<file path="src/rtl/poly_pkg.sv">
// Shared types, ALU op codes and overflow helpers for the Horner evaluator.
// Latency: n/a (declarations only).
// Backpressure: n/a.
package poly_pkg;

  typedef enum logic [1:0] {
    IDLE = 2'd0,
    MUL  = 2'd1,
    ADD  = 2'd2,
    DONE = 2'd3
  } state_t;

  localparam logic OP_ADD = 1'b0;
  localparam logic OP_MUL = 1'b1;

  // Widest vector the overflow helpers accept; W+1 must not exceed this.
  localparam int CHKW = 128;

  // True when the low n bits of v are neither all zero nor all one,
  // i.e. the discarded high part of a product does not match the new sign bit.
  function automatic logic mul_ovf(input logic [CHKW-1:0] v, input int n);
    logic [CHKW-1:0] mask;
    mask = (n >= CHKW) ? '1 : ((CHKW'(1) << n) - CHKW'(1));
    return ((v & mask) != '0) && ((v & mask) != mask);
  endfunction

  // True when the carry-out bit and the sign bit of a W+1 bit sum disagree.
  function automatic logic add_ovf(input logic [1:0] top);
    return top[1] ^ top[0];
  endfunction

endpackage

</file>
<file path="src/rtl/poly_alu.sv">
// Shared signed add/multiply unit, W-bit truncated result plus overflow flag.
// Latency: combinational, zero cycles.
// Backpressure: none; output follows inputs.
module poly_alu
  import poly_pkg::*;
#(
  parameter int W = 16
) (
  input  logic         op,
  input  logic [W-1:0] a,
  input  logic [W-1:0] b,
  output logic [W-1:0] y,
  output logic         ovf
);

  logic [2*W-1:0] a_x;
  logic [2*W-1:0] b_x;
  logic [2*W-1:0] prod;
  logic [W:0]     sum;

  // Full-precision signed product and sum, then truncate and flag range loss.
  always_comb begin
    a_x  = {{W{a[W-1]}}, a};
    b_x  = {{W{b[W-1]}}, b};
    prod = a_x * b_x;
    sum  = {a[W-1], a} + {b[W-1], b};
    if (op == OP_MUL) begin
      y   = prod[W-1:0];
      ovf = mul_ovf(CHKW'(prod[2*W-1:W-1]), W + 1);
    end else begin
      y   = sum[W-1:0];
      ovf = add_ovf(sum[W:W-1]);
    end
  end

endmodule

</file>
<file path="src/rtl/poly_horner.sv">
// Signed polynomial evaluator by Horner's rule on one shared add/multiply ALU.
// Latency: 2N cycles from start acceptance to the one-cycle done pulse.
// Backpressure: start is only sampled in IDLE; requests while busy are dropped.
module poly_horner
  import poly_pkg::*;
#(
  parameter int W  = 16,
  parameter int XW = 8,
  parameter int N  = 2
) (
  input  logic               clk,
  input  logic               rst_n,
  input  logic               start,
  input  logic [XW-1:0]      x,
  input  logic [(N+1)*W-1:0] coef,
  output logic [W-1:0]       result,
  output logic               done,
  output logic               busy,
  output logic               ovf
);

  // idx counts N-1 down to 0; keep at least one bit when N = 1.
  localparam int IW = (N > 1) ? $clog2(N) : 1;
  localparam logic [IW-1:0] IDX_TOP = IW'(N - 1);

  state_t        state;
  state_t        state_nxt;
  logic [W-1:0]  x_r;
  logic [W-1:0]  acc;
  logic [W-1:0]  coef_r [0:N-1];  // c_N goes straight into acc, never stored
  logic [IW-1:0] idx;
  logic          last;

  logic          alu_op;
  logic [W-1:0]  alu_b;
  logic [W-1:0]  alu_y;
  logic          alu_ovf;

  assign last = (idx == '0);

  // Operand steering: multiply by x in MUL, add the current coefficient otherwise.
  always_comb begin
    alu_op = (state == MUL) ? OP_MUL : OP_ADD;
    alu_b  = (state == MUL) ? x_r : coef_r[idx];
  end

  poly_alu #(.W(W)) u_alu (
    .op  (alu_op),
    .a   (acc),
    .b   (alu_b),
    .y   (alu_y),
    .ovf (alu_ovf)
  );

  // State register.
  always_ff @(posedge clk or negedge rst_n) begin
    if (!rst_n) state <= IDLE;
    else        state <= state_nxt;
  end

  // Next-state logic: alternate MUL/ADD until the constant term has been added.
  always_comb begin
    state_nxt = state;
    case (state)
      IDLE: if (start) state_nxt = MUL;
      MUL:  state_nxt = ADD;
      ADD:  state_nxt = last ? DONE : MUL;
      DONE: state_nxt = IDLE;
      default: state_nxt = IDLE;
    endcase
  end

  // Outputs are pure state decodes so they are glitch-free and start-independent.
  always_comb begin
    done = (state == DONE);
    busy = (state != IDLE);
  end

  // Datapath: capture operands on acceptance, then accumulate one Horner step per state.
  always_ff @(posedge clk or negedge rst_n) begin
    if (!rst_n) begin
      x_r    <= '0;
      acc    <= '0;
      idx    <= '0;
      result <= '0;
      ovf    <= 1'b0;
      for (int i = 0; i < N; i++) coef_r[i] <= '0;
    end else begin
      case (state)
        IDLE: begin
          if (start) begin
            x_r <= W'($signed(x));
            for (int i = 0; i < N; i++) coef_r[i] <= coef[i*W +: W];
            acc <= coef[N*W +: W];
            idx <= IDX_TOP;
            ovf <= 1'b0;
          end
        end
        MUL: begin
          acc <= alu_y;
          if (alu_ovf) ovf <= 1'b1;
        end
        ADD: begin
          acc <= alu_y;
          if (alu_ovf) ovf <= 1'b1;
          if (last) result <= alu_y;
          else      idx    <= idx - IW'(1);
        end
        default: ;
      endcase
    end
  end

endmodule

</file>
<file path="config.mk">
export PLATFORM = sky130hd
export DESIGN_NAME = poly_horner
export DESIGN_NICKNAME = d
export VERILOG_FILES = /design/src/rtl/poly_pkg.sv /design/src/rtl/poly_alu.sv /design/src/rtl/poly_horner.sv
export SDC_FILE = /design/constraint.sdc
export NUM_CORES = 1
export LEC_CHECK = 0
export BUFFER_PORTS_ARGS = -buffer_cell sky130_fd_sc_hd__buf_2
export CAP_MARGIN = 10
export CORE_ASPECT_RATIO = 0.5
export CORE_MARGIN = 2
export CORE_UTILIZATION = 35
export CTS_CLUSTER_SIZE = 14
export DETAILED_ROUTE_END_ITERATION = 8
export PLACE_DENSITY_LB_ADDON = 0.08
export SYNTH_ARGS = -nofsm -noshare
export SYNTH_HDL_FRONTEND = slang
export SYNTH_SLANG_ARGS = --single-unit
</file>
<file path="constraint.sdc">
create_clock -name clk -period 10.14 [get_ports clk]
set_clock_uncertainty 0.2 [all_clocks]
set_input_delay 2.028 -clock clk [delete_from_list [all_inputs] [get_ports clk]]
set_output_delay 2.028 -clock clk [all_outputs]
set_load 0.05 [all_outputs]
</file>
==> metrics.txt, run 1 <==
status complete, no violations; fin util 38.9%; final worst path period share 82.6%; Die ar. 0.0418 mm²; first-pass GRT wire length 66.1 mm; vias in the first global route 11,400; Area Growth Syn to Fin 8.85%; Root Buffer clkbuf_16; Avg Cell Area, Syn 9.32 µm²; initial antenna violation count 0; number of synthesized flops with an enable pin 0; maxcap violations 0; Critical Path Fanout Max 18; Slew @ Worst Pin 1130 ps; critical path's largest stage delay 680 ps; Crit-path slowest cell dfrtp_1; Syn. warnings 0; CP dominant cell by count fa_1; Initial Utilization 35.8%; detailed-route DRC error count 0; gp weighted congestion 0.852; FF+latch count, synth 76; Post-CTS Resized 0; row cnt 51; Slew Viols, Final 0; remaining global-route overflow 0; part of the Yosys area used for sequential elements 13.5%; Synth top area share 37.5%; RSZ-0062 raised after global routing false; critical path data required time 10,150 ps; Via Count 10,500; hpwl dp 34.1 mm; I/O pin total 78; post-layout min period 8370 ps; Buffers on Ports 77; WP data arrival 8390 ps; Hold Fails Final Rpt 0; setup_tns 0 ps; worst setup path class flop to flop; clk_lat worst skew 340 ps; CTS tree built; syn nets 1,932; Worst Setup Slack, final 1770 ps; maximum clock rate 119 MHz; # setup viols final 0; aggregate routed wire length 41.1 mm; CP startpoint kind flop; Hold Path Class flop to flop; Main synth FF type dfrtp_1; Slew HR 24.2%; DRT iter0 DRCs 679; Final Net Count 1,974; post-CTS setup buffers 0; Worst-path clk slew 60 ps; number of clock sinks 76; share of layout cells above drive strength 1 11.3%; most frequent cells after synthesis inv_1 (267), fa_1 (263), nand2_1 (197), ha_1 (103), and2_1 (77); wire per inst 19.7 µm; Fillers 4,006; Crit. End Element flop; CTS buffer count 9; Synth area leaders fa_1 (38%), dfrtp_1 (14%), ha_1 (9.2%); largest net degree at the start of global routing 77; Die Span Y 146 µm; share of flip-flops with an asynchronous set or reset 100%; Core Box Area 0.0392 mm²; Total GRT Usage 20.5%; vias per cell 5.04; Final ANT Viol Nets 0; Cells after Synth 1,507; final hold slack 277 ps; leading area contributor after synthesis fa_1; Die W 287 µm; clock tree buffer depth 2; count leader, synth inv_1; pre-CTS setup slack 1680 ps; Hold Buf Count CTS 0; Pre-antenna DRT Iters 5; # diodes 0; library cells used by synthesis 61; Mapped Area 0.0140 mm²; H-tree Lvls 3
==> critical path: cells and delay by family (launching register included) <==
kind	cells	cell delay [ps]
adders and majority gates	8	3660
buffers and inverters	6	790
DFF	1	680
AOI/OAI and AO/OA	3	950
muxes	1	350
and+or+nand+nor	8	1590
==> registers in the layout, summed over array words and instances, names as in the netlist <==
| signal | count |
|---|---|
| coef_r | 32 |
| acc | 16 |
| result | 16 |
| x_r | 8 |
| state | 2 |
| idx | 1 |
| ovf | 1 |
==> worst paths after layout <==
check	start	end	slack, ps	cells past startpoint
worst max-delay path	idx$_DFFE_PN0P_	ovf$_DFFE_PN0P_	1770	26
worst min register to register	result[10]$_DFFE_PN0P_	result[10]$_DFFE_PN0P_	280	2
worst min-delay path	result[10]$_DFFE_PN0P_	result[10]$_DFFE_PN0P_	280	2
min in group asynchronous	rst_n	x_r[3]$_DFFE_PN0P_	1670	1
worst max register to register	idx$_DFFE_PN0P_	ovf$_DFFE_PN0P_	1770	26
max in group asynchronous	rst_n	coef_r[31]$_DFFE_PN0P_	7450	1
==> kinds of logic after synthesis <==
| kind of cell | after synthesis | share of synthesized area, % |
|---|---|---|
| xor+xnor | 41 | 2.56 |
| simple gates | 431 | 14.7 |
| mux | 58 | 4.54 |
| compound gates | 207 | 9.22 |
| fa+ha+maj | 366 | 46.7 |
| buf+inv | 328 | 8.79 |
| flops | 76 | 13.5 |
==> layout by cell type (no fill, tap or decap), types with 11 or more instances in the layout <==
cell,instances
o21ai_0,63
nor2b_1,25
and2_1,77
xor2_1,16
nand2_1,196
nor2_1,57
or2_2,13
buf_4,16
buf_2,76
o21a_1,11
dfrtp_1,76
inv_1,267
a211oi_1,19
nor3_1,19
mux2i_1,13
fa_1,263
mux2_2,45
ha_1,102
xnor2_1,25
a21oi_1,46
a21o_1,16
nand3_1,12
==> per-layer routing <==
layer / track usage (%) / vias to the layer above / wire (µm)
met5: 0 / - / 0
met4: 3.39 / 0 / 473
met3: 4.53 / 30 / 2750
met2: 30.4 / 267 / 17900
met1: 31.0 / 5375 / 19900
li1: - / 4827 / -
==> layout make-up <==
cell class / count / area [µm²] / area share (%)
Tap cell: 530 / 663 / 4.34
Multi-Input combinational cell: 1103 / 10900 / 71.4
Clock buffer: 9 / 225 / 1.47
Clock inverter: 7 / 75.1 / 0.491
Timing Repair Buffer: 92 / 500 / 3.27
Sequential cell: 76 / 1900 / 12.4
Inverter: 267 / 1000 / 6.56
==> through the flow <==
stage	instances	area [µm²]
after global placement	2067	15000
after global routing	2084	15300
after floorplan	1507	14000
after CTS	2083	15300
final	2084	15300
after detailed placement	2067	15000
Power of run 1 is left out: the tool's default activity adds up to more than one toggle a clock period on the data nets, which glitch-free logic cannot reach.
==> inputs of run 2 (changes only) <==
- ABC_AREA: default -> 1
- clock period: 10.14 -> 8.05 ns (I/O delays scaled with it)
==> run 2 against run 1 <==
  * Cell area grew 7.2%
  * Critical endpoint unchanged
  * Global-route usage grew 5.0 points
  * Cell count grew 25%
  * Routed wire length increased by 30%
  * Sequential share of layout area down 0.83 points
  * Critical path depth grew 6
  * Non-clock buffer count up 42
  * Die area grew 4.9%
  * Utilization increased by 0.27 points
  * Area after synthesis grew 5.0%
==> metrics.txt, run 2 <==
hold_sp coef_r[28]$_DFFE_PN0P_; CP startpoint kind flop; syn nets 2,385 (+23%); reg2reg start state[1]$_DFFE_PN0P_; hpwl dp 45.5 mm (+33%); Die ar. 0.0439 mm² (+4.9%); status complete, no violations; Hold Fails Final Rpt 0 (unchanged); count leader, synth nand2_1; Via Count 12,800 (+22%); Largest Register coef_r; vias in the first global route 13,000 (+14%); clock tree buffer depth 2 (unchanged); most crowded layer after global routing met1; initial antenna violation count 0 (unchanged); # diodes 0 (unchanged); maxcap violations 0 (unchanged); critical path's largest stage delay 650 ps (-30 ps); CP dominant cell by count nand2_1; clk_lat worst skew 360 ps (+20 ps); share of layout cells above drive strength 1 9.22% (-2.0 points); CTS buffer count 9 (unchanged); RSZ-0062 raised after global routing false; critical path data required time 8090 ps (-2060 ps); Slew Viols, Final 0 (unchanged); row cnt 53 (+3.9%); Reg-to-Reg End ovf$_DFFE_PN0P_; Area Growth Syn to Fin 11.1%; Root Buffer clkbuf_16; Die Span Y 149 µm (+2.4%); met2 Use GR 36.0% (+5.6 points); Initial Utilization 35.3% (-0.50 points); first-pass GRT wire length 81.5 mm (+23%); Core Box Area 0.0418 mm² (+6.5%); aggregate routed wire length 53.5 mm (+30%); remaining global-route overflow 0 (unchanged); leading area contributor after synthesis fa_1; share of flip-flops with an asynchronous set or reset 100% (unchanged); Mapped Area 0.0147 mm² (+5.0%); Die W 294 µm (+2.4%); final worst path period share 95.1% (+13 points); Crit-path slowest cell fa_1; Worst Hold Depth 2 (unchanged); max reg flops 32 (unchanged); r2r setup slk 400 ps (-1370 ps); I/O pin total 78 (unchanged); H-tree Lvls 3 (unchanged); most frequent cells after synthesis nand2_1 (582), inv_1 (401), fa_1 (263), nor2_1 (196), ha_1 (103); maximum clock rate 131 MHz (+9.4%); R2R depth 32 (+23%); Worst Setup Slack, final 396 ps (-1370 ps); commonest non-fill, non-tap cells in the layout nand2_1 (582), inv_1 (398), fa_1 (262), nor2_1 (195), ha_1 (102); wire per inst 20.5 µm (+4.0%); total placed cells including tap cells 2,595 (+26%); vias per cell 4.92 (-2.4%); Syn. warnings 0 (unchanged); gp weighted congestion 0.969 (+14%); # setup viols final 0 (unchanged); Critical Path Fanout Max 11 (-7); Final ANT Viol Nets 0 (unchanged); Hold Path Class flop to flop; Avg Cell Area, Syn 7.52 µm² (-19%); Hold Buf Count CTS 0 (unchanged); Buffers on Ports 77 (unchanged); post-layout min period 7650 ps (-717 ps); Top Registers coef_r: 32 flops, acc: 16 flops, result: 16 flops; pre-CTS setup slack 300 ps (-1380 ps); number of clock sinks 76 (unchanged); post-route insts no fill 2,611 (+25%); met1 usage 40.4% (+9.4 points); setup_tns 0 ps (unchanged); M3 GR Usage 4.86% (+0.33 points); FF+latch count, synth 76 (unchanged); Main synth FF type dfrtp_1; commonest non-fill, non-tap cell in the layout nand2_1; CTS tree built; Slew @ Worst Pin 760 ps (-369 ps); Total GRT Usage 25.5% (+5.0 points); DRT iter0 DRCs 1,238 (+82%); WP data arrival 7700 ps (-690 ps); Cells after Synth 1,960 (+30%); library cells used by synthesis 37 (-39%); CP top delay family adder cells; Slew HR 48.8% (+25 points); Worst-path clk slew 70 ps (about the same); part of the Yosys area used for sequential elements 12.9% (-0.64 points); Crit path buffers/inverters 6 (unchanged); number of synthesized flops with an enable pin 0 (unchanged); Synth top area share 35.7% (-1.8 points); Crit. End Element flop; detailed-route DRC error count 0 (unchanged); worst setup path class flop to flop; Synth area leaders fa_1 (36%), nand2_1 (15%), dfrtp_1 (13%); Min-Delay Endpoint coef_r[28]$_DFFE_PN0P_; Pre-antenna DRT Iters 5 (unchanged); largest net degree at the start of global routing 50 (-35%); Final Net Count 2,481 (+26%)
-- run 2: changes by cell type in the layout (fill, tap and decap cells not counted), moves of 42 or more --
cell,previous run,this run
nand2_1,196,582
nor2_1,57,195
inv_1,267,398
and2_1,77,7
mux2_2,45,0
buf_4,16,58
nand3_1,12,54
-- run 2: how the worst max path moves through the flow --
stage                                    start         endpoint  slack [ps]  depth (start not counted)
after floorplan           state[1]$_DFFE_PN0P_  ovf$_DFFE_PN0P_        1120                         38
after CTS                 state[1]$_DFFE_PN0P_  ovf$_DFFE_PN0P_         270                         30
after global routing      state[1]$_DFFE_PN0P_  ovf$_DFFE_PN0P_           3                         33
after global placement    state[1]$_DFFE_PN0P_  ovf$_DFFE_PN0P_         380                         37
final                     state[1]$_DFFE_PN0P_  ovf$_DFFE_PN0P_         400                         32
after detailed placement  state[1]$_DFFE_PN0P_  ovf$_DFFE_PN0P_         300                         30
-- run 2: metal layers --
layer  share of wire [%]  wire length (µm)
met2                  40             21300
met4                 1.4               737
met1                  51             27400
met3                 7.7              4150
met5                   0                 0
-- run 2: stage by stage --
stage          utilization (%)  instance area, µm²  hold WS [ps]
6_report                  39.2               16400           273
5_1_grt                   39.2               16400           303
4_1_cts                   39.1               16400           281
3_5_place_dp              38.4               16100           264
3_3_place_gp              38.4               16100           257
2_1_floorplan                -               14700           241
-- run 2: area by class of cell --
class                      instances  area, µm²
fill                            4454      25400
multi-input combinational       1419      11100
sequential                        76       1900
inverter                         416       1580
timing repair buffer             134        816
tap                              550        688
clock buffer                       9        225
clock inverter                     7       75.1
-- run 2: logic make-up (layout without fill, tap and decap cells) --
family                     count (synthesis)  count (layout)  share of synthesized area, %
adders and majority gates                366             366                          44.5
AOI/OAI and AO/OA                        146             146                          5.48
buffers and inverters                    465             566                          11.9
DFF                                       76              76                          12.9
xor gates and xnor gates                  20              20                          1.19
and+or+nand+nor                          887             887                          24.1
-- run 2: repair_timing --
| action | 4_1_cts | 5_1_grt |
|---|---|---|
| endpoints found under the setup margin | 0 | 3 |
| resized for setup | 0 | 10 |
| setup buffers | 0 | 0 |
-- run 2: worst register-to-register path, delay by kind of cell (launching register included) --
| kind | cells | cell delay [ps] |
|---|---|---|
| fa+ha+maj | 9 | 4060 |
| simple gates | 15 | 1670 |
| buf+inv | 6 | 1130 |
| flops | 1 | 400 |
| compound gates | 2 | 120 |
Power of run 2 is left out for the same reason.
